**src/rtl/mem_port_arbiter_pkg.sv**
```systemverilog
// Shared types and constants for the single-port RAM arbiter: read-owner tags,
// RAM access-size codes and requester bit positions.
package mem_port_arbiter_pkg;

    typedef enum logic [1:0] {
        OWN_NONE = 2'd0,
        OWN_IF   = 2'd1,
        OWN_DM   = 2'd2,
        OWN_DBG  = 2'd3
    } owner_e;

    localparam logic [1:0] RAM_BYTE = 2'd0;
    localparam logic [1:0] RAM_HALF = 2'd1;
    localparam logic [1:0] RAM_WORD = 2'd2;

    // Bit positions inside the request / grant vectors.
    localparam int REQ_IF  = 0;
    localparam int REQ_DM  = 1;
    localparam int REQ_DBG = 2;

    function automatic logic [3:0] sat_inc(input logic [3:0] cnt, input logic [3:0] lim);
        logic [3:0] res;
        if (cnt >= lim) begin
            res = lim;
        end else begin
            res = cnt + 4'd1;
        end
        return res;
    endfunction

endpackage

```
**src/rtl/mem_port_arbiter_pick.sv**
```systemverilog
// Fixed-priority winner selection: locked loader, starved fetch, loader,
// data stage, fetch. Returns a one-hot (or all-zero) grant vector.
module mem_prio_pick
    import mem_port_arbiter_pkg::*;
(
    input  logic [2:0] req,
    input  logic       lock,
    input  logic       starve,
    output logic [2:0] gnt
);

    // Priority chain; a locked port never yields to IF or DM even when DBG is idle.
    always_comb begin
        gnt = 3'b000;
        if (lock) begin
            gnt[REQ_DBG] = req[REQ_DBG];
        end else if (starve && req[REQ_IF]) begin
            gnt[REQ_IF] = 1'b1;
        end else if (req[REQ_DBG]) begin
            gnt[REQ_DBG] = 1'b1;
        end else if (req[REQ_DM]) begin
            gnt[REQ_DM] = 1'b1;
        end else if (req[REQ_IF]) begin
            gnt[REQ_IF] = 1'b1;
        end else begin
            gnt = 3'b000;
        end
    end

endmodule

```
**src/rtl/mem_port_arbiter.sv**
```systemverilog
// Arbitrates IF / DM / DBG onto one single-ported synchronous RAM, tags the
// outstanding read for return routing, and raises per-requester stalls.
module mem_port_arbiter
    import mem_port_arbiter_pkg::*;
#(
    parameter int unsigned WIDTH      = 32,
    parameter int unsigned ADDR_W     = 32,
    parameter int unsigned STARVE_MAX = 4
) (
    input  logic              clk,
    input  logic              rst,
    input  logic              if_req,
    input  logic [ADDR_W-1:0] if_addr,
    output logic              if_gnt,
    output logic              if_rvalid,
    output logic              if_stall,
    input  logic              dm_req,
    input  logic              dm_we,
    input  logic [1:0]        dm_mode,
    input  logic [ADDR_W-1:0] dm_addr,
    input  logic [WIDTH-1:0]  dm_wdata,
    output logic              dm_gnt,
    output logic              dm_rvalid,
    output logic              dm_stall,
    input  logic              dbg_req,
    input  logic              dbg_we,
    input  logic              dbg_lock,
    input  logic [ADDR_W-1:0] dbg_addr,
    input  logic [WIDTH-1:0]  dbg_wdata,
    output logic              dbg_gnt,
    output logic              dbg_rvalid,
    output logic              dbg_stall,
    output logic [WIDTH-1:0]  rdata,
    output logic              mem_en,
    output logic              mem_we,
    output logic [1:0]        mem_mode,
    output logic [ADDR_W-1:0] mem_addr,
    output logic [WIDTH-1:0]  mem_wdata,
    input  logic [WIDTH-1:0]  mem_rdata
);

    localparam logic [3:0] STARVE_LIM = 4'(STARVE_MAX);

    logic [2:0] req_s;
    logic [2:0] gnt_s;
    logic       starve_s;
    owner_e     win_s;
    owner_e     owner_q, owner_d;
    logic [3:0] starve_q, starve_d;
    logic       lock_q, lock_d;

    assign req_s    = {dbg_req, dm_req, if_req};
    assign starve_s = (starve_q == STARVE_LIM);

    mem_prio_pick u_pick (
        .req    (req_s),
        .lock   (lock_q),
        .starve (starve_s),
        .gnt    (gnt_s)
    );

    // Grant and stall outputs straight from the selector.
    always_comb begin
        if_gnt    = gnt_s[REQ_IF];
        dm_gnt    = gnt_s[REQ_DM];
        dbg_gnt   = gnt_s[REQ_DBG];
        if_stall  = if_req  && !gnt_s[REQ_IF];
        dm_stall  = dm_req  && !gnt_s[REQ_DM];
        dbg_stall = dbg_req && !gnt_s[REQ_DBG];
    end

    // RAM-side mux; idle cycles park on the IF address so the bus stays quiet.
    always_comb begin
        mem_en    = |gnt_s;
        mem_we    = 1'b0;
        mem_mode  = RAM_WORD;
        mem_addr  = if_addr;
        mem_wdata = '0;
        win_s     = OWN_NONE;
        case (gnt_s)
            3'b001: begin
                win_s = OWN_IF;
            end
            3'b010: begin
                win_s     = OWN_DM;
                mem_we    = dm_we;
                mem_mode  = dm_mode;
                mem_addr  = dm_addr;
                mem_wdata = dm_wdata;
            end
            3'b100: begin
                win_s     = OWN_DBG;
                mem_we    = dbg_we;
                mem_addr  = dbg_addr;
                mem_wdata = dbg_wdata;
            end
            default: begin
                win_s = OWN_NONE;
            end
        endcase
    end

    // Next-state: read owner tag, loader lock, IF starvation counter.
    always_comb begin
        owner_d  = OWN_NONE;
        lock_d   = lock_q;
        starve_d = starve_q;
        if (mem_en && !mem_we) begin
            owner_d = win_s;
        end else begin
            owner_d = OWN_NONE;
        end
        if (lock_q) begin
            lock_d = dbg_lock;
        end else begin
            lock_d = gnt_s[REQ_DBG] && dbg_lock;
        end
        if (gnt_s[REQ_IF]) begin
            starve_d = 4'd0;
        end else if (if_req) begin
            starve_d = sat_inc(starve_q, STARVE_LIM);
        end else begin
            starve_d = starve_q;
        end
    end

    // State registers; reset drops any read in flight.
    always_ff @(posedge clk or negedge rst) begin
        if (!rst) begin
            owner_q  <= OWN_NONE;
            lock_q   <= 1'b0;
            starve_q <= 4'd0;
        end else begin
            owner_q  <= owner_d;
            lock_q   <= lock_d;
            starve_q <= starve_d;
        end
    end

    // Read-return routing: the owner tag from last cycle qualifies RAM data.
    always_comb begin
        if_rvalid  = (owner_q == OWN_IF);
        dm_rvalid  = (owner_q == OWN_DM);
        dbg_rvalid = (owner_q == OWN_DBG);
        rdata      = mem_rdata;
    end

endmodule

```
**config.mk**
```make
export PLATFORM = sky130hd
export DESIGN_NAME = mem_port_arbiter
export DESIGN_NICKNAME = d
export VERILOG_FILES = /design/src/rtl/mem_port_arbiter_pkg.sv /design/src/rtl/mem_port_arbiter_pick.sv /design/src/rtl/mem_port_arbiter.sv
export SDC_FILE = /design/constraint.sdc
export NUM_CORES = 1
export LEC_CHECK = 0
export ABC_AREA = 0
export CORE_AREA = 5 5 119 121
export CTS_CLUSTER_SIZE = 28
export DETAILED_ROUTE_END_ITERATION = 12
export DIE_AREA = 0 0 124 126
export DONT_BUFFER_PORTS = 1
export GPL_TIMING_DRIVEN = 0
export PLACE_DENSITY_LB_ADDON = 0.2
export SYNTH_ARGS = -nofsm -noshare
export SYNTH_HDL_FRONTEND = slang
export SYNTH_SLANG_ARGS = --single-unit
```
**constraint.sdc**
```tcl
create_clock -name clk -period 1.66 [get_ports clk]
set_input_delay 0.332 -clock clk [delete_from_list [all_inputs] [get_ports clk]]
set_output_delay 0.332 -clock clk [all_outputs]
set_load 0.01 [all_outputs]
```
==> results.py, run 1 <==
metrics = {
    "outcome": {
        "outcome": "complete, but fails checks",
        "failed_checks": "setup timing",
    },
    "logic_synthesis": {
        "synth_top_area_cell": "a221o_1",
        "synth_nets": 399,
        "ys.flop_type": "dfrtp_1",
        "synthCells": 195,
        "ys_top_cells_by_area": "a221o_1, a22o_1, buf_4, and3_1, dfrtp_1",
        "yosys_warnings": 0,
        "synth.cell_area_mm2": 0.001738,
        "ys_seq_area_share_pct": 10.08,
        "synth_edf_count": 0,
        "ys_ff_latch": 7,
        "async_flop_share_pct": 100.0,
        "yosysTopAreaCellShare_pct": 18.43,
        "syn_area_per_cell_um2": 8.912,
        "ys_types": 29,
    },
    "pwr": {
        "power_per_cell_area_mw_per_mm2": 815.0,
        "leakage_nw": 1.249,
        "vdd_drop_max_mv": 0.2763,
        "total_power_mw": 2.161,
    },
    "global_route": {
        "grt_usage_pct": 9.415,
        "grt_max_degree": 11,
        "antenna_found_initial": 0,
        "grt_pass1_wl_um": 11320,
        "grt_overflow": 0,
        "grt_pass1_vias": 1979,
    },
    "sta": {
        "period_needed_ns": 2.150,
        "finClkSkew_ns": 0.002543,
        "final_max_slew_viol_count": 0,
        "setup_viol": 73,
        "clock.fmax_ghz": 0.4651,
        "slew-limit-headroom_pct": 77.00,
        "fin_crit_sh_pct": 129.5,
        "hold_viol_final": 0,
        "rsz0062_at_grt": "true",
        "setup_ws_ns": -0.4902,
        "worst_slew_pin_slew_ns": 0.3438,
    },
    "clock_network": {
        "cts.path.max_buffers": 2,
        "clock-sinks": 7,
        "cts_root_buffer": "clkbuf_16",
        "clk_latency_ns": 0.23,
        "cts_tree": "built",
        "clk_pin_slew_ns": 0.04,
        "numCtsBuffers": 3,
        "cts_max_level": 1,
    },
    "critical_path": {
        "reg2reg_setup_slack_ns": 0,
        "critical_path.cell_chain": "inv_2 -> ha_4 -> nand4b_4 -> buf_12 -> o22ai_4 -> buf_6 -> buf_6 -> a221o_1",
        "critPathMaxStageDelay_ns": 0.38,
        "crit_path_end_kind": "output pin",
        "critPathArrivalTime_ns": 1.82,
        "crit_path_top_delay_cell": "dfrtp_1",
        "crit_top_cell": "buf_6",
        "critical_path_required_ns": 1.33,
        "cp_max_fo": 8,
        "startpoint_type": "register",
        "timing_worst_setup_path_type": "register to output pin",
    },
    "final_layout": {
        "area_delta_synth_final_pct": 52.56,
        "final_area_mm2": 0.002651,
        "num_antenna_cells": 0,
        "final_common_cell": "buf_4",
        "final_util_pct": 20.43,
        "finalNonFillerCells": 400,
        "final_cell_mix": "buf_4, and3_1, a221o_1",
        "nets": 429,
        "drive_above_1_share_pct": 49.11,
    },
    "die": {
        "die_area_mm2": 0.01562,
        "die_h_um": 126,
        "die_x_um": 124,
        "start_util_pct": 13.39,
        "core-area_mm2": 0.01298,
        "std_cell_rows": 42,
        "io_pins": 311,
    },
    "placed_design": {
        "place_congestion": 0.6760,
        "io_buffers": 0,
        "dp.cells": 371,
        "dpl-instance-area_mm2": 0.001998,
        "hpwlAfterDp_um": 7454,
    },
    "drt": {
        "drt_iter0_markers": 45,
        "vias": 1877,
        "ant_nets": 0,
        "routedWlPerCell_um": 23.35,
        "drc": 0,
        "wl_um": 9339,
        "first_pass_iters": 4,
        "avgViaCountPerCell": 4.693,
    },
    "flow_run": {
        "drv_cap": 0,
    },
    "min_path": {
        "hp-class": "input port to register",
    },
}
[final cells by class]
type / count / area, µm²
well taps: 176 / 220.2
inverters: 4 / 15.01
clock buffers: 4 / 78.83
plain buffers: 55 / 568.0
fillers: 1429 / 10330
repair buffers: 25 / 342.8
flip-flops and latches: 7 / 175.2
multi-input cells: 129 / 1251
[cells in the mapped netlist (2+ instances only)]
| master | n |
|---|---|
| a21oi_1 | 2 |
| a221o_1 | 32 |
| a22o_1 | 33 |
| and3_1 | 33 |
| buf_12 | 4 |
| buf_2 | 9 |
| buf_4 | 34 |
| buf_6 | 8 |
| dfrtp_1 | 7 |
| ha_1 | 2 |
| inv_1 | 4 |
| nand3_1 | 2 |
| nor2_1 | 2 |
| nor2b_1 | 7 |
| o22ai_1 | 2 |
[logic make-up after synthesis]
group,Yosys count,share of synthesized area [%]
buf+inv,59,27.93
simple gates,51,19.66
flops,7,10.08
fa+ha+maj,2,1.440
compound gates,76,40.89
[layer usage]
| metal | vias up | track usage [%] | wire [µm] |
|---|---|---|---|
| met2 | 203 | 18.99 | 5097 |
| li1 | 810 | - | - |
| met5 | - | 0 | 0 |
| met4 | 0 | 0.8376 | 24 |
| met1 | 859 | 10.06 | 3122 |
| met3 | 5 | 2.108 | 1095 |
[worst max-delay path, delay by kind of cell, from the launching register on]
kind	cells	cell delay, ns
AOI/OAI and AO/OA	2	0.43
adders and majority gates	1	0.14
buffers and inverters	4	0.50
DFF	1	0.38
and+or+nand+nor	1	0.13
[final timing paths]
check,start,endpoint,depth (start not counted)
max in group asynchronous,rst,lock_q,1
worst min register to register,starve_q[3],starve_q[3],1
min in group asynchronous,rst,owner_q[0],1
worst max-delay path,starve_q[0],mem_addr[14],8
worst min-delay path,dm_we,owner_q[1],1
worst max register to register,starve_q[0],owner_q[1],9
[per-stage QoR]
stage,setup WS [ns],setup TNS (ns),hold WS [ns]
6_report,-0.4902,-31.63,0.1735
5_1_grt,-0.5838,-37.11,0.1772
4_1_cts,-0.5328,-32.26,0.1704
3_5_place_dp,-0.4622,-25.79,0.03667
3_3_place_gp,-0.4784,-26.73,0.03662
2_1_floorplan,-0.1412,-7.685,0.03641
[flip-flops by register name, summed over array words and instances, names as in the netlist]
| register | count |
|---|---|
| starve_q | 4 |
| lock_q | 1 |
| owner_q | 2 |
[power by group]
group	internal [mW]	total, mW	leakage [nW]	switching (mW)
sequential	0.216	0.250	0.0891	0.0348
clock	0.319	0.407	0.0382	0.0877
combinational	0.783	1.50	1.12	0.721
[repair_timing]
action | 4_1_cts | 5_1_grt
gates resized for setup | 35 | 12
setup buffers | 11 | 5
cloned | 2 | 6
hold buffers | 1 | 0
pin swaps | 16 | 19
endpoints found under the hold margin | 7 | 0
setup endpoints to repair | 73 | 74
Note: power is estimated with default switching activity, not from simulation.
==> run 2, diff against run 1 <==
--- a/config.mk
+++ b/config.mk
@@ -6,10 +6,10 @@
 export NUM_CORES = 1
 export LEC_CHECK = 0
 export ABC_AREA = 0
-export CORE_AREA = 5 5 119 121
+export CORE_AREA = 5 5 117 119
 export CTS_CLUSTER_SIZE = 28
 export DETAILED_ROUTE_END_ITERATION = 12
-export DIE_AREA = 0 0 124 126
+export DIE_AREA = 0 0 122 124
 export DONT_BUFFER_PORTS = 1
 export GPL_TIMING_DRIVEN = 0
 export PLACE_DENSITY_LB_ADDON = 0.2
==> results.py, run 2 (synthesis results as in run 1) <==
metrics = {
    "final_layout": {
        "nets": 438,
        "drive_above_1_share_pct": 67.81,
        "reg_top3": "starve_q x4, owner_q x2, lock_q x1",
        "final_area_mm2": 0.003028,
        "top_register": "starve_q",
        "largest_register_ffs": 4,
        "final_util_pct": 24.29,
        "final_common_cell": "buf_4",
        "final_cell_mix": "buf_4, a22o_4, a221o_1",
        "num_antenna_cells": 0,
        "area_delta_synth_final_pct": 74.23,
    },
    "global_route": {
        "grt_pass1_vias": 2072,
        "antenna_found_initial": 0,
        "grt_pass1_wl_um": 12380,
        "grt_usage_pct": 11.10,
        "grt_overflow": 0,
        "grt_max_degree": 11,
    },
    "critical_path": {
        "timing.rr.end": "starve_q[1]",
        "endpoint": "mem_addr[2]",
        "crit_top_cell": "buf_12",
        "crit_family": "buffers and inverters",
        "critical_path.cell_chain": "inv_2 -> ha_4 -> nand4b_4 -> buf_12 -> buf_12 -> clkbuf_16 -> and3_4 -> a221o_1",
        "r2r_cells": 8,
        "timing_worst_setup_path_type": "register to output pin",
        "reg2reg_setup_slack_ns": -0.01,
        "critPathMaxStageDelay_ns": 0.38,
        "critical_path_required_ns": 1.33,
        "critPathArrivalTime_ns": 1.88,
        "cp_num_buf_inv": 4,
        "cp_max_fo": 5,
        "startpoint_type": "register",
        "crit_path_end_kind": "output pin",
        "startpoint": "starve_q[1]",
        "regToRegStartpoint": "starve_q[1]",
        "worst-path-stages": 8,
        "crit_path_top_delay_cell": "dfrtp_1",
    },
    "placed_design": {
        "io_buffers": 0,
        "hpwlAfterDp_um": 8223,
        "place_congestion": 0.6217,
        "dpl-instance-area_mm2": 0.001993,
    },
    "die": {
        "die_x_um": 122,
        "std_cell_rows": 41,
        "start_util_pct": 13.94,
        "die_h_um": 124,
        "io_pins": 311,
        "die_area_mm2": 0.01513,
        "core-area_mm2": 0.01247,
    },
    "sta": {
        "final_max_slew_viol_count": 0,
        "period_needed_ns": 2.208,
        "fin_crit_sh_pct": 133.0,
        "setup_ws_ns": -0.5480,
        "slew-limit-headroom_pct": 77.18,
        "setup_viol": 75,
        "worst_slew_pin_slew_ns": 0.3412,
        "hold_viol_final": 0,
        "rsz0062_at_grt": "true",
        "clock.fmax_ghz": 0.4529,
        "finClkSkew_ns": 0.001286,
    },
    "clock_network": {
        "clk_latency_ns": 0.23,
        "cts_tree": "built",
        "cts_root_buffer": "clkbuf_16",
        "cts_max_level": 1,
        "numCtsBuffers": 3,
        "clk_pin_slew_ns": 0.04,
        "clock-sinks": 7,
        "cts.path.max_buffers": 2,
    },
    "pwr": {
        "power_per_cell_area_mw_per_mm2": 792.0,
        "total_power_mw": 2.398,
        "leakage_nw": 1.367,
        "vdd_drop_max_mv": 0.3291,
    },
    "outcome": {
        "failed_checks": "setup timing",
        "outcome": "complete, but fails checks",
    },
    "drt": {
        "drt_iter0_markers": 48,
        "drc": 0,
        "routedWlPerCell_um": 25.08,
        "vias": 1970,
        "avgViaCountPerCell": 4.864,
        "wl_um": 10160,
        "ant_nets": 0,
        "first_pass_iters": 4,
    },
    "min_path": {
        "hp-start": "dm_we",
        "hp-class": "input port to register",
    },
    "flow_run": {
        "drv_cap": 0,
    },
}
-- run 2: metrics by stage --
stage          setup slack, ns  std cells  hold WS (ns)  TNS [ns]
3_5_place_dp           -0.6464        367       0.03659    -34.62
6_report               -0.5480        405        0.1767    -35.76
5_1_grt                -0.6073        405        0.1715    -40.86
2_1_floorplan          -0.1412        195       0.03641    -7.685
3_3_place_gp           -0.6055        367       0.03659    -31.92
4_1_cts                -0.5632        402        0.1750    -34.00
-- run 2: cell type report --
class / count / area (µm²)
Buffer: 53 / 543.0
Inverter: 4 / 15.01
Sequential cell: 7 / 175.2
Tap cell: 172 / 215.2
Timing Repair Buffer: 36 / 479.2
Multi-Input combinational cell: 129 / 1521
Fill cell: 1318 / 9438
Clock buffer: 4 / 78.83
-- run 2: what timing repair did --
action                                  4_1_cts  5_1_grt
endpoints found under the setup margin       74       74
hold endpoints to repair                      7        0
setup buffers                                22        4
hold buffers                                  1        0
gates cloned                                  9        1
pin swaps                                    32       25
resized for setup                            83       23
-- run 2: metal layers --
layer | routed length [µm] | GRT usage (%) | vias to the layer above
met2 | 5549 | 21.79 | 201
li1 | - | - | 833
met4 | 151 | 2.171 | 0
met1 | 3338 | 12.09 | 928
met5 | 0 | 0 | -
met3 | 1115 | 2.634 | 8
-- run 2: report_power, final --
group / switching (mW) / internal [mW] / total, mW
logic: 0.785 / 0.954 / 1.74
clock network: 0.0896 / 0.319 / 0.409
registers: 0.0340 / 0.216 / 0.250
-- run 2: worst min-delay path by stage --
stage	endpoint	slack [ns]	cells past startpoint
final	owner_q[1]	0.18	1
after global routing	owner_q[1]	0.17	1
after CTS	owner_q[1]	0.18	1
after detailed placement	lock_q	0.04	0
after global placement	lock_q	0.04	0
after floorplan	lock_q	0.04	0
==> run 3, diff against run 2 <==
--- a/config.mk
+++ b/config.mk
@@ -16,3 +16,4 @@
 export SYNTH_ARGS = -nofsm -noshare
 export SYNTH_HDL_FRONTEND = slang
 export SYNTH_SLANG_ARGS = --single-unit
+export TNS_END_PERCENT = 30
==> results.py, run 3 (synthesis results as in run 1) <==
metrics = {
    "outcome": {
        "outcome": "complete, but fails checks",
        "failed_checks": "setup timing",
    },
    "pwr": {
        "clkPwrFrac_pct": 19.3,
        "power_frac_seq_pct": 11.9,
        "vdd_drop_max_mv": 0.3541,
        "power_per_cell_area_mw_per_mm2": 828.2,
        "leakage_nw": 1.184,
        "power.share.switching_pct": 39.42,
        "power_switching_uw": 832.9,
        "comb_power_share_pct": 68.8,
        "p_int_mw": 1.280,
    },
    "final_layout": {
        "final_cell_mix": "buf_4, a221o_1, and3_1",
        "num_antenna_cells": 0,
        "final_util_pct": 20.47,
        "nets": 419,
        "n_fill_cell": 1358,
        "drive_above_1_share_pct": 48.13,
        "final_common_cell": "buf_4",
        "reg_top3": "starve_q x4, owner_q x2, lock_q x1",
        "area_delta_synth_final_pct": 46.80,
        "top_register": "starve_q",
        "largest_register_ffs": 4,
    },
    "die": {
        "die_x_um": 122,
        "die_h_um": 124,
        "std_cell_rows": 41,
        "die_area_mm2": 0.01513,
        "start_util_pct": 13.94,
        "io_pins": 311,
        "core-area_mm2": 0.01247,
    },
    "global_route": {
        "antenna_found_initial": 0,
        "grt_busiest_layer": "met2",
        "grt_usage_pct": 9.556,
        "met3_usage_pct": 2.225,
        "grt_overflow": 0,
        "grt_pass1_vias": 1932,
        "use_met2_pct": 18.96,
        "use_met1_pct": 10.76,
        "grt_pass1_wl_um": 10950,
        "grt_max_degree": 11,
    },
    "critical_path": {
        "cp_max_fo": 10,
        "startpoint": "starve_q[1]",
        "startpoint_type": "register",
        "r2r_cells": 9,
        "crit_path_top_delay_cell": "dfrtp_1",
        "timing_worst_setup_path_type": "register to output pin",
        "crit_family": "buffers and inverters",
        "critical_path_required_ns": 1.33,
        "critPathArrivalTime_ns": 1.87,
        "crit_path_end_kind": "output pin",
        "crit_top_cell": "buf_12",
        "timing.rr.end": "owner_q[1]",
        "critPathMaxStageDelay_ns": 0.39,
        "critical_path.cell_chain": "inv_2 -> ha_4 -> nand4b_4 -> buf_12 -> buf_12 -> buf_8 -> and3_1 -> a221o_1",
        "regToRegStartpoint": "starve_q[1]",
        "reg2reg_setup_slack_ns": 0.04,
        "cp_num_buf_inv": 4,
    },
    "sta": {
        "setup_ws_ns": -0.5414,
        "rsz0062_at_grt": "true",
        "clock.fmax_ghz": 0.4543,
        "fin_crit_sh_pct": 132.6,
        "finClkSkew_ns": 0.0005192,
        "period_needed_ns": 2.201,
        "worst_slew_pin_slew_ns": 0.3960,
        "hold_viol_final": 0,
        "slew-limit-headroom_pct": 73.60,
        "final_max_slew_viol_count": 0,
        "setup_viol": 73,
        "finalSetupTns_ns": -31.98,
    },
    "placed_design": {
        "hpwlAfterDp_um": 7620,
        "io_buffers": 0,
        "place_congestion": 0.6262,
    },
    "drt": {
        "drt_iter0_markers": 47,
        "wl_um": 9137,
        "ant_nets": 0,
        "first_pass_iters": 4,
        "routedWlPerCell_um": 23.67,
        "avgViaCountPerCell": 4.788,
        "drc": 0,
        "vias": 1848,
    },
    "clock_network": {
        "clock-sinks": 7,
        "clk_latency_ns": 0.23,
        "numCtsBuffers": 3,
        "cts_root_buffer": "clkbuf_16",
        "cts.path.max_buffers": 2,
        "cts_tree": "built",
        "clk_pin_slew_ns": 0.04,
        "cts_max_level": 1,
    },
    "min_path": {
        "hold_path_end": "owner_q[1]",
        "whs_path_depth": 1,
        "hp-start": "dm_we",
        "hp-class": "input port to register",
    },
    "flow_run": {
        "drv_cap": 0,
    },
}
[run 3: repair_timing]
item / 4_1_cts / 5_1_grt
setup endpoints to repair: 73 / 76
hold endpoints to repair: 7 / 0
buffers inserted: 7 / 1
cloned: 5 / 1
pin swaps: 20 / 12
hold buffers: 1 / 0
gates resized for setup: 40 / 10
[run 3: worst reg2reg max path: stages (launching register included)]
cell,delay [ns]
dfrtp_1,0.39
inv_2,0.09
ha_4,0.14
nand4b_4,0.13
buf_12,0.17
o22ai_4,0.16
buf_12,0.15
clkbuf_16,0.15
buf_6,0.10
a221oi_2,0.03
[run 3: worst max path at each step]
| stage | endpoint | cells past startpoint |
|---|---|---|
| detailed placement | mem_wdata[3] | 6 |
| global route | mem_addr[28] | 8 |
| CTS | mem_addr[20] | 7 |
| finish | mem_addr[5] | 8 |
| global placement | mem_wdata[3] | 6 |
| floorplan | mem_wdata[22] | 7 |
[run 3: routing by layer]
layer,vias up,routed length [µm]
met2,187,5034
met1,870,3133
met5,-,0
li1,789,-
met3,2,950
met4,0,19
[run 3: area by class of cell]
class | count | area [µm²] | share of cell area (%)
Clock buffer | 4 | 78.83 | 3.090
Timing Repair Buffer | 15 | 242.7 | 9.514
Buffer | 55 | 563.0 | 22.07
Multi-Input combinational cell | 129 | 1261 | 49.44
Tap cell | 172 | 215.2 | 8.435
Sequential cell | 7 | 175.2 | 6.866
Inverter | 4 | 15.01 | 0.5885
[run 3: power by group through the flow]
| stage | Sequential [mW] | Clock [mW] | Combinational [mW] |
|---|---|---|---|
| final | 0.251 | 0.407 | 1.45 |
| after global routing | 0.257 | 0.427 | 1.57 |
| after CTS | 0.251 | 0.414 | 1.43 |
| after detailed placement | 0.252 | 0 | 1.12 |
| after global placement | 0.250 | 0 | 1.12 |
| after floorplan | 0.244 | 0 | 0.915 |
[run 3: stage by stage]
| stage | cells | setup WS, ns | cell area (µm²) | power [mW] | hold slack, ns |
|---|---|---|---|---|---|
| final | 386 | -0.5414 | 2551 | 2.113 | 0.1760 |
| after global routing | 386 | -0.6149 | 2551 | 2.250 | 0.1679 |
| after detailed placement | 367 | -0.5810 | 1993 | 1.373 | 0.03659 |
| after global placement | 367 | -0.5561 | 1993 | 1.373 | 0.03660 |
| after CTS | 384 | -0.5831 | 2466 | 2.093 | 0.1728 |
| after floorplan | 195 | -0.1412 | 1778 | 1.159 | 0.03641 |
